$ cat config.mk
export PLATFORM = sky130hd
export DESIGN_NAME = fetch_queue_flat
export DESIGN_NICKNAME = d
export VERILOG_FILES = /design/src/rtl/fetch_queue_if.sv /design/src/rtl/fetch_queue.sv /design/src/flat_wrapper.sv
export SDC_FILE = /design/constraint.sdc
export NUM_CORES = 1
export LEC_CHECK = 0
export ABC_CLOCK_PERIOD_IN_PS = 4950
export CORE_MARGIN = 4
export CORE_UTILIZATION = 53
export DETAILED_ROUTE_END_ITERATION = 7
export GPL_TIMING_DRIVEN = 1
export PLACE_DENSITY = 0.8
export SYNTH_ARGS = -nofsm -noshare
export SYNTH_HDL_FRONTEND = slang
export SYNTH_SLANG_ARGS = --single-unit
$ cat constraint.sdc
create_clock -name Clk -period 4.95 [get_ports Clk]
set_input_delay 0.495 -clock Clk [delete_from_list [all_inputs] [get_ports Clk]]
set_output_delay 0.495 -clock Clk [all_outputs]
set_load 0.03 [all_outputs]
$ cat src/rtl/fetch_queue_if.sv
// Handshake bundle for fetch_queue: instruction-memory request/response and
// the head-of-queue interface toward the IF/ID register.
interface fetch_queue_if;
    logic        iMemReq;
    logic [63:0] iMemAddr;
    logic        iMemAck;
    logic [31:0] iMemData;
    logic        instValid;
    logic [31:0] instOut;
    logic [63:0] pcOut;
    logic        instReady;

    modport master (
        output iMemReq, iMemAddr, instValid, instOut, pcOut,
        input  iMemAck, iMemData, instReady
    );

    modport slave (
        input  iMemReq, iMemAddr, instValid, instOut, pcOut,
        output iMemAck, iMemData, instReady
    );
endinterface

$ cat src/rtl/fetch_queue.sv
// Instruction fetch queue: one outstanding memory request, DEPTH-entry FIFO of
// {pc, instruction}. Define FETCH_QUEUE_STATS_EN to enable the redirect counter.
module fetch_queue #(
    parameter int DEPTH = 4
) (
    input  logic        Clk,
    input  logic        Rst,
    input  logic [63:0] startPC,
    input  logic        branchTaken,
    input  logic [63:0] branchAddr,
    output logic [15:0] flushCount,
    fetch_queue_if.master bus
);
    localparam int PTR_W = $clog2(DEPTH);
    localparam int CNT_W = PTR_W + 1;
    localparam logic [CNT_W-1:0] FULL = CNT_W'(DEPTH);

    localparam logic [1:0] S_IDLE    = 2'd0;
    localparam logic [1:0] S_REQ     = 2'd1;
    localparam logic [1:0] S_DISCARD = 2'd2;

    logic [1:0]       state;
    logic [63:0]      fetch_pc;
    logic [PTR_W-1:0] rd_ptr;
    logic [PTR_W-1:0] wr_ptr;
    logic [CNT_W-1:0] count;
    logic [CNT_W-1:0] count_next;
    logic [31:0]      inst_mem [DEPTH];
    logic [63:0]      pc_mem   [DEPTH];
    logic             inst_valid;
    logic             push;
    logic             pop;
    logic             unused_addr_bits;

    // Reset gates the request and head-valid combinationally so an in-flight
    // request is abandoned in the very cycle Rst rises.
    assign bus.iMemReq   = !Rst && ((state == S_REQ) || (state == S_DISCARD));
    assign bus.iMemAddr  = fetch_pc;
    assign inst_valid    = !Rst && (count != '0);
    assign bus.instValid = inst_valid;
    assign bus.instOut   = inst_valid ? inst_mem[rd_ptr] : '0;
    assign bus.pcOut     = inst_valid ? pc_mem[rd_ptr]   : '0;

    assign pop        = inst_valid && bus.instReady && !branchTaken;
    assign push       = !Rst && (state == S_REQ) && bus.iMemAck && !branchTaken;
    assign count_next = count + CNT_W'(push) - CNT_W'(pop);

    assign unused_addr_bits = &{1'b0, branchAddr[1:0]};

    // NOTE: storage has no reset; outputs are masked by inst_valid instead,
    // which keeps the array out of the reset tree.
    always_ff @(posedge Clk) begin
        if (push) begin
            inst_mem[wr_ptr] <= bus.iMemData;
            pc_mem[wr_ptr]   <= fetch_pc;
        end
    end

    always_ff @(posedge Clk) begin
        if (Rst) begin
            state    <= S_IDLE;
            fetch_pc <= startPC;
            rd_ptr   <= '0;
            wr_ptr   <= '0;
            count    <= '0;
        end else if (branchTaken) begin
            // Redirect wins over same-cycle push and pop.
            fetch_pc <= {branchAddr[63:2], 2'b00};
            rd_ptr   <= '0;
            wr_ptr   <= '0;
            count    <= '0;
            if (state == S_REQ)
                state <= bus.iMemAck ? S_IDLE : S_DISCARD;
        end else begin
            if (push) begin
                wr_ptr   <= wr_ptr + 1'b1;
                fetch_pc <= fetch_pc + 64'd4;
            end
            if (pop)
                rd_ptr <= rd_ptr + 1'b1;
            count <= count_next;
            case (state)
                S_IDLE:    if (count < FULL) state <= S_REQ;
                S_REQ:     if (bus.iMemAck) state <= (count_next < FULL) ? S_REQ : S_IDLE;
                S_DISCARD: if (bus.iMemAck) state <= S_IDLE;
                default:   state <= S_IDLE;
            endcase
        end
    end

`ifdef FETCH_QUEUE_STATS_EN
    logic [15:0] flush_cnt;

    always_ff @(posedge Clk) begin
        if (Rst)
            flush_cnt <= '0;
        else if (branchTaken && (flush_cnt != 16'hFFFF))
            flush_cnt <= flush_cnt + 16'd1;
    end

    assign flushCount = flush_cnt;
`else
    assign flushCount = '0;
`endif

endmodule

$ cat src/flat_wrapper.sv
// flat-port wrapper written by rule: the top's interface ports become plain ports
module fetch_queue_flat 
#(
    parameter int DEPTH = 4
)
  (Clk, Rst, startPC, branchTaken, branchAddr, flushCount, bus_iMemReq, bus_iMemAddr, bus_instValid, bus_instOut, bus_pcOut, bus_iMemAck, bus_iMemData, bus_instReady);
  fetch_queue_if bus_i ();
  input  logic Clk;
  input  logic Rst;
  input  logic [63:0] startPC;
  input  logic branchTaken;
  input  logic [63:0] branchAddr;
  output logic [15:0] flushCount;
  output wire logic [$bits(bus_i.iMemReq)-1:0] bus_iMemReq;
  output wire logic [$bits(bus_i.iMemAddr)-1:0] bus_iMemAddr;
  output wire logic [$bits(bus_i.instValid)-1:0] bus_instValid;
  output wire logic [$bits(bus_i.instOut)-1:0] bus_instOut;
  output wire logic [$bits(bus_i.pcOut)-1:0] bus_pcOut;
  input wire logic [$bits(bus_i.iMemAck)-1:0] bus_iMemAck;
  input wire logic [$bits(bus_i.iMemData)-1:0] bus_iMemData;
  input wire logic [$bits(bus_i.instReady)-1:0] bus_instReady;
  assign bus_iMemReq = bus_i.iMemReq;
  assign bus_iMemAddr = bus_i.iMemAddr;
  assign bus_instValid = bus_i.instValid;
  assign bus_instOut = bus_i.instOut;
  assign bus_pcOut = bus_i.pcOut;
  assign bus_i.iMemAck = bus_iMemAck;
  assign bus_i.iMemData = bus_iMemData;
  assign bus_i.instReady = bus_instReady;
  fetch_queue #(.DEPTH(DEPTH)) u_core (.Clk(Clk), .Rst(Rst), .startPC(startPC), .branchTaken(branchTaken), .branchAddr(branchAddr), .flushCount(flushCount), .bus(bus_i));
endmodule
==> run_summary.xml <==
<?xml version="1.0" encoding="UTF-8"?>
<metrics>
  <group name="global_route">
    <metric name="grt_start_max_net_pins" unit="">69</metric>
    <metric name="global_route.usage.total" unit="%">22.7</metric>
    <metric name="grt_first_pass_wirelength" unit="microns">69000</metric>
    <metric name="grt_util_met1" unit="%">30.5</metric>
    <metric name="grt_remaining_overflow" unit="">0</metric>
    <metric name="antenna_found_initial" unit="">4</metric>
    <metric name="global_route.peak_usage_layer" unit="">met2</metric>
    <metric name="first_global_vias" unit="">11900</metric>
    <metric name="global_route.usage.met2" unit="%">38.1</metric>
    <metric name="use_met3" unit="%">4.97</metric>
  </group>
  <group name="placement">
    <metric name="gp_congestion" unit="">0.773</metric>
    <metric name="dpl.hpwl" unit="microns">28900</metric>
    <metric name="quantity_of_i_o_buffers_inserted_on_ports" unit="">324</metric>
    <metric name="dpl.cell_count" unit="">1895</metric>
  </group>
  <group name="power_and_ir_drop">
    <metric name="internal_power" unit="uW">6710</metric>
    <metric name="p_sw" unit="uW">1910</metric>
    <metric name="p_per_area" unit="nW/um^2">348</metric>
    <metric name="p_sw_share" unit="%">22.2</metric>
    <metric name="share_comb_of_total_power" unit="%">7.6</metric>
    <metric name="total_power" unit="uW">8630</metric>
    <metric name="power.sequential.fraction" unit="%">52.7</metric>
    <metric name="leakage" unit="uW">0.00793</metric>
    <metric name="clockPowerShare" unit="%">39.8</metric>
    <metric name="vdd.ir_drop.worst" unit="uV">233</metric>
  </group>
  <group name="floorplanning">
    <metric name="top_level_ports" unit="">343</metric>
    <metric name="fp.dieH" unit="microns">200</metric>
    <metric name="num_rows" unit="">70</metric>
    <metric name="floorplan.core_area" unit="sq um">36500</metric>
    <metric name="floorplan.initialDensity" unit="%">53.5</metric>
    <metric name="die-area" unit="sq um">40000</metric>
    <metric name="chipWidth" unit="microns">200</metric>
  </group>
  <group name="detailed_routing">
    <metric name="initialDrtViolationCount" unit="">843</metric>
    <metric name="vias" unit="">11500</metric>
    <metric name="drt_pass1_iterations" unit="">6</metric>
    <metric name="vias_per_cell" unit="">5.78</metric>
    <metric name="totalWireLength" unit="microns">46200</metric>
    <metric name="avgRoutedWirePerCell" unit="microns">23.3</metric>
    <metric name="final_antenna_net_count" unit="">0</metric>
    <metric name="remaining_drc_errors" unit="">0</metric>
  </group>
  <group name="sta">
    <metric name="tightestPinTransition" unit="ns">0.986</metric>
    <metric name="grt_setup_unrepaired" unit="">false</metric>
    <metric name="finalHoldViolCount" unit="">0</metric>
    <metric name="final_period_minus_worst_setup_slack" unit="ns">3.48</metric>
    <metric name="final-setup-viol-count" unit="">0</metric>
    <metric name="fin_hold_ws" unit="ns">0.354</metric>
    <metric name="drv_slew" unit="">0</metric>
    <metric name="timing.fmax" unit="GHz">0.288</metric>
    <metric name="setup-tns-final" unit="ns">0</metric>
    <metric name="max-slew-margin-rel" unit="%">34.3</metric>
    <metric name="final_critical_path_share_of_the_clock_period" unit="%">70.2</metric>
    <metric name="final.setup_skew" unit="ns">0.0287</metric>
  </group>
  <group name="synthesis">
    <metric name="mux_share_of_post_synthesis_cell_area" unit="%">11.8</metric>
    <metric name="number_of_enable_type_register_cells_in_the_synthesized_netlist" unit="">448</metric>
    <metric name="synthFlopType" unit="">sky130_fd_sc_hd__edfxtp_1</metric>
    <metric name="synth_compound_area_share" unit="%">3.67</metric>
    <metric name="yosys.area.top_type" unit="">sky130_fd_sc_hd__edfxtp_1</metric>
    <metric name="synthArstFlopShare" unit="%">0</metric>
    <metric name="combinational_family_with_the_most_area_after_synthesis" unit="">multiplexers</metric>
    <metric name="simple_gate_share_of_the_synthesized_area" unit="%">9.02</metric>
    <metric name="avgSynthCellArea" unit="sq um">17.0</metric>
    <metric name="synth_cells" unit="">1148</metric>
    <metric name="synthesis.area" unit="sq um">19500</metric>
    <metric name="synth-seq-cells" unit="">459</metric>
    <metric name="yosys-top-cells-area" unit="">sky130_fd_sc_hd__edfxtp_1 69%, sky130_fd_sc_hd__mux4_2 11%, sky130_fd_sc_hd__and2_1 3.4%</metric>
    <metric name="count_of_distinct_cell_types_in_the_synthesized_netlist" unit="">48</metric>
    <metric name="synth.yosys.seq_area_share" unit="%">70.0</metric>
    <metric name="synth.top_cell.area_share" unit="%">68.9</metric>
    <metric name="synth_fa_ha_area_share" unit="%">0.743</metric>
    <metric name="yosys-top-cells-count" unit="">448 x sky130_fd_sc_hd__edfxtp_1, 107 x sky130_fd_sc_hd__and2_1, 96 x sky130_fd_sc_hd__mux4_2</metric>
    <metric name="ys.warnings.count" unit="">0</metric>
    <metric name="synth.most_common_cell" unit="">sky130_fd_sc_hd__edfxtp_1</metric>
    <metric name="post_synth_xor_area_fraction" unit="%">2.60</metric>
  </group>
  <group name="worst_setup_path">
    <metric name="required_arrival_time_at_the_worst_endpoint" unit="ns">4.45</metric>
    <metric name="crit_path_start_kind" unit="">flop</metric>
    <metric name="worst-endpoint-arrival" unit="ns">2.98</metric>
    <metric name="crit_type" unit="">reg -&gt; out</metric>
    <metric name="endpoint_kind" unit="">output pin</metric>
    <metric name="cp.buffers_inverters" unit="">2</metric>
    <metric name="critical_path.max_fanout" unit="">50</metric>
    <metric name="critical_path.max_stage_delay" unit="ns">0.83</metric>
    <metric name="slowest_stage" unit="">sky130_fd_sc_hd__dfxtp_4</metric>
    <metric name="cp_top_family" unit="">buffers and inverters</metric>
    <metric name="worstPathCellList" unit="">buf_12 -&gt; mux4_2 -&gt; and2_1 -&gt; clkdlybuf4s50_1</metric>
  </group>
  <group name="clocking">
    <metric name="worst_setup_hold_path_clk_slew" unit="ns">0.06</metric>
    <metric name="cts_resized" unit="">0</metric>
    <metric name="post_cts_setup_buffer_count" unit="">0</metric>
    <metric name="tritoncts.num_buffers" unit="">46</metric>
    <metric name="post_cts_hold_buffer_count" unit="">0</metric>
    <metric name="clock_tree.buffer_depth" unit="">3</metric>
    <metric name="clock_sink_count" unit="">459</metric>
    <metric name="htree_num_levels" unit="">2</metric>
    <metric name="tritoncts" unit="">built</metric>
    <metric name="clockRootBuffer" unit="">sky130_fd_sc_hd__clkbuf_16</metric>
    <metric name="worst_skew_late_latency" unit="ns">0.56</metric>
  </group>
  <group name="run">
    <metric name="maxCapViolCount" unit="">0</metric>
  </group>
  <group name="cells_and_area">
    <metric name="number_of_filler_instances_in_the_final_layout" unit="">2396</metric>
    <metric name="seqCellArea" unit="sq um">13700</metric>
    <metric name="stdcell_count" unit="">1982</metric>
    <metric name="final_layout_size_suffix_gt1_share" unit="%">14.4</metric>
    <metric name="finish.utilization" unit="%">67.9</metric>
    <metric name="multi_input_comb_area" unit="sq um">5530</metric>
    <metric name="area_growth_syn_to_layout" unit="%">26.9</metric>
    <metric name="design.final.nets" unit="">1651</metric>
  </group>
  <group name="worst_hold_path">
    <metric name="hp-class" unit="">in -&gt; reg</metric>
  </group>
  <group name="status">
    <metric name="outcome" unit="">completed</metric>
  </group>
</metrics>
## per-stage QoR
step / setup WS (ns) / area (sq um)
3_5_place_dp: 1.71 / 23300
3_3_place_gp: 1.74 / 23300
6_report: 1.47 / 24800
2_1_floorplan: 1.08 / 19600
5_1_grt: 1.30 / 24800
4_1_cts: 1.38 / 24800
## routing by layer
| metal | vias up | routed length [microns] | part of all wire, % |
|---|---|---|---|
| li1 | 5106 | - | - |
| met1 | 5798 | 18400 | 40 |
| met2 | 466 | 23100 | 50 |
| met3 | 81 | 3750 | 8.1 |
| met4 | 8 | 956 | 2.1 |
| met5 | - | 47 | 0.10 |
## power by group through the flow
stage          Clock, uW  Sequential, uW  Combinational [uW]
6_report            3430            4540                 651
5_1_grt             3660            4560                 692
4_1_cts             3490            4540                 656
3_5_place_dp           0            4620                 650
3_3_place_gp           0            4610                 640
2_1_floorplan          0            4690                 217
## kinds of logic after synthesis
group | after synthesis
buffers and inverters | 91
flip-flops | 459
AND/OR/NAND/NOR | 295
XOR/XNOR | 58
multiplexers | 110
AO/OA/AOI/OAI | 123
other | 1
adder cells (fa/ha/maj) | 11
## state kept, by name (all words and copies together) (netlist names), named ones only
name and count:
u_core.bus.iMemAddr 64, u_core.count 3, u_core.inst_mem 128, u_core.pc_mem 256
u_core.rd_ptr 2, u_core.state 2, u_core.wr_ptr 2
## path summary, 6_finish.rpt
kind	start	end	slack, ns	cells after the start
hold reg to reg	u_core.wr_ptr[1]$_SDFFE_PP0N_	u_core.wr_ptr[1]$_SDFFE_PP0N_	0.50	2
hold / removal	branchTaken	u_core.count[1]$_SDFF_PP0_	0.35	3
setup reg to reg	u_core.bus.iMemAddr[2]$_DFFE_PP_	u_core.bus.iMemAddr[48]$_DFFE_PP_	1.82	8
setup / recovery	flop	bus_pcOut[2]	1.47	4
## cell usage in the layout (no fill, tap or decap), types with 6 or more instances in the layout
cell type                         instances
sky130_fd_sc_hd__clkinv_1                11
sky130_fd_sc_hd__o21ai_0                 25
sky130_fd_sc_hd__and2_1                 103
sky130_fd_sc_hd__a21oi_1                 23
sky130_fd_sc_hd__nor4_2                   6
sky130_fd_sc_hd__clkbuf_16               49
sky130_fd_sc_hd__clkdlybuf4s50_1        322
sky130_fd_sc_hd__buf_4                    9
sky130_fd_sc_hd__mux2i_1                 12
sky130_fd_sc_hd__buf_12                   7
sky130_fd_sc_hd__edfxtp_1               448
sky130_fd_sc_hd__inv_1                   16
sky130_fd_sc_hd__nor3_2                  11
sky130_fd_sc_hd__and4_1                   8
sky130_fd_sc_hd__clkinv_2                 6
sky130_fd_sc_hd__ha_1                    10
sky130_fd_sc_hd__mux4_2                  96
sky130_fd_sc_hd__o22ai_1                  9
sky130_fd_sc_hd__xnor2_1                 46
sky130_fd_sc_hd__nand2_1                 59
sky130_fd_sc_hd__xor2_1                  12
sky130_fd_sc_hd__conb_1                  16
sky130_fd_sc_hd__nor2_1                  29
sky130_fd_sc_hd__and3_1                   8
sky130_fd_sc_hd__dfxtp_1                  9
sky130_fd_sc_hd__nand3_1                 20
sky130_fd_sc_hd__nand4_1                 13
sky130_fd_sc_hd__clkbuf_1                10
sky130_fd_sc_hd__nor3_1                   8
sky130_fd_sc_hd__a22oi_1                 25
sky130_fd_sc_hd__o21ai_1                 30
## final cells by class
type	instances	share of cell area (%)
inverters	16	0.242
flip-flops and latches	459	55.2
clock inverters	26	0.934
repair buffers	339	13.9
clock buffers	59	5.10
well taps	468	2.36
multi-input cells	613	22.3
diodes	2	0.0202
## worst reg2reg max path, cell delays in order, from the launching register on
cell and delay [ns]:
sky130_fd_sc_hd__edfxtp_1 0.52, sky130_fd_sc_hd__ha_1 0.26, sky130_fd_sc_hd__nand3_2 0.20, sky130_fd_sc_hd__nor4_4 0.33, sky130_fd_sc_hd__buf_4 0.28, sky130_fd_sc_hd__nand4_2 0.53, sky130_fd_sc_hd__nor4_1 0.53, sky130_fd_sc_hd__xnor2_1 0.19
sky130_fd_sc_hd__o21ai_1 0.07
No activity file was read; power rests on OpenSTA's default activity.
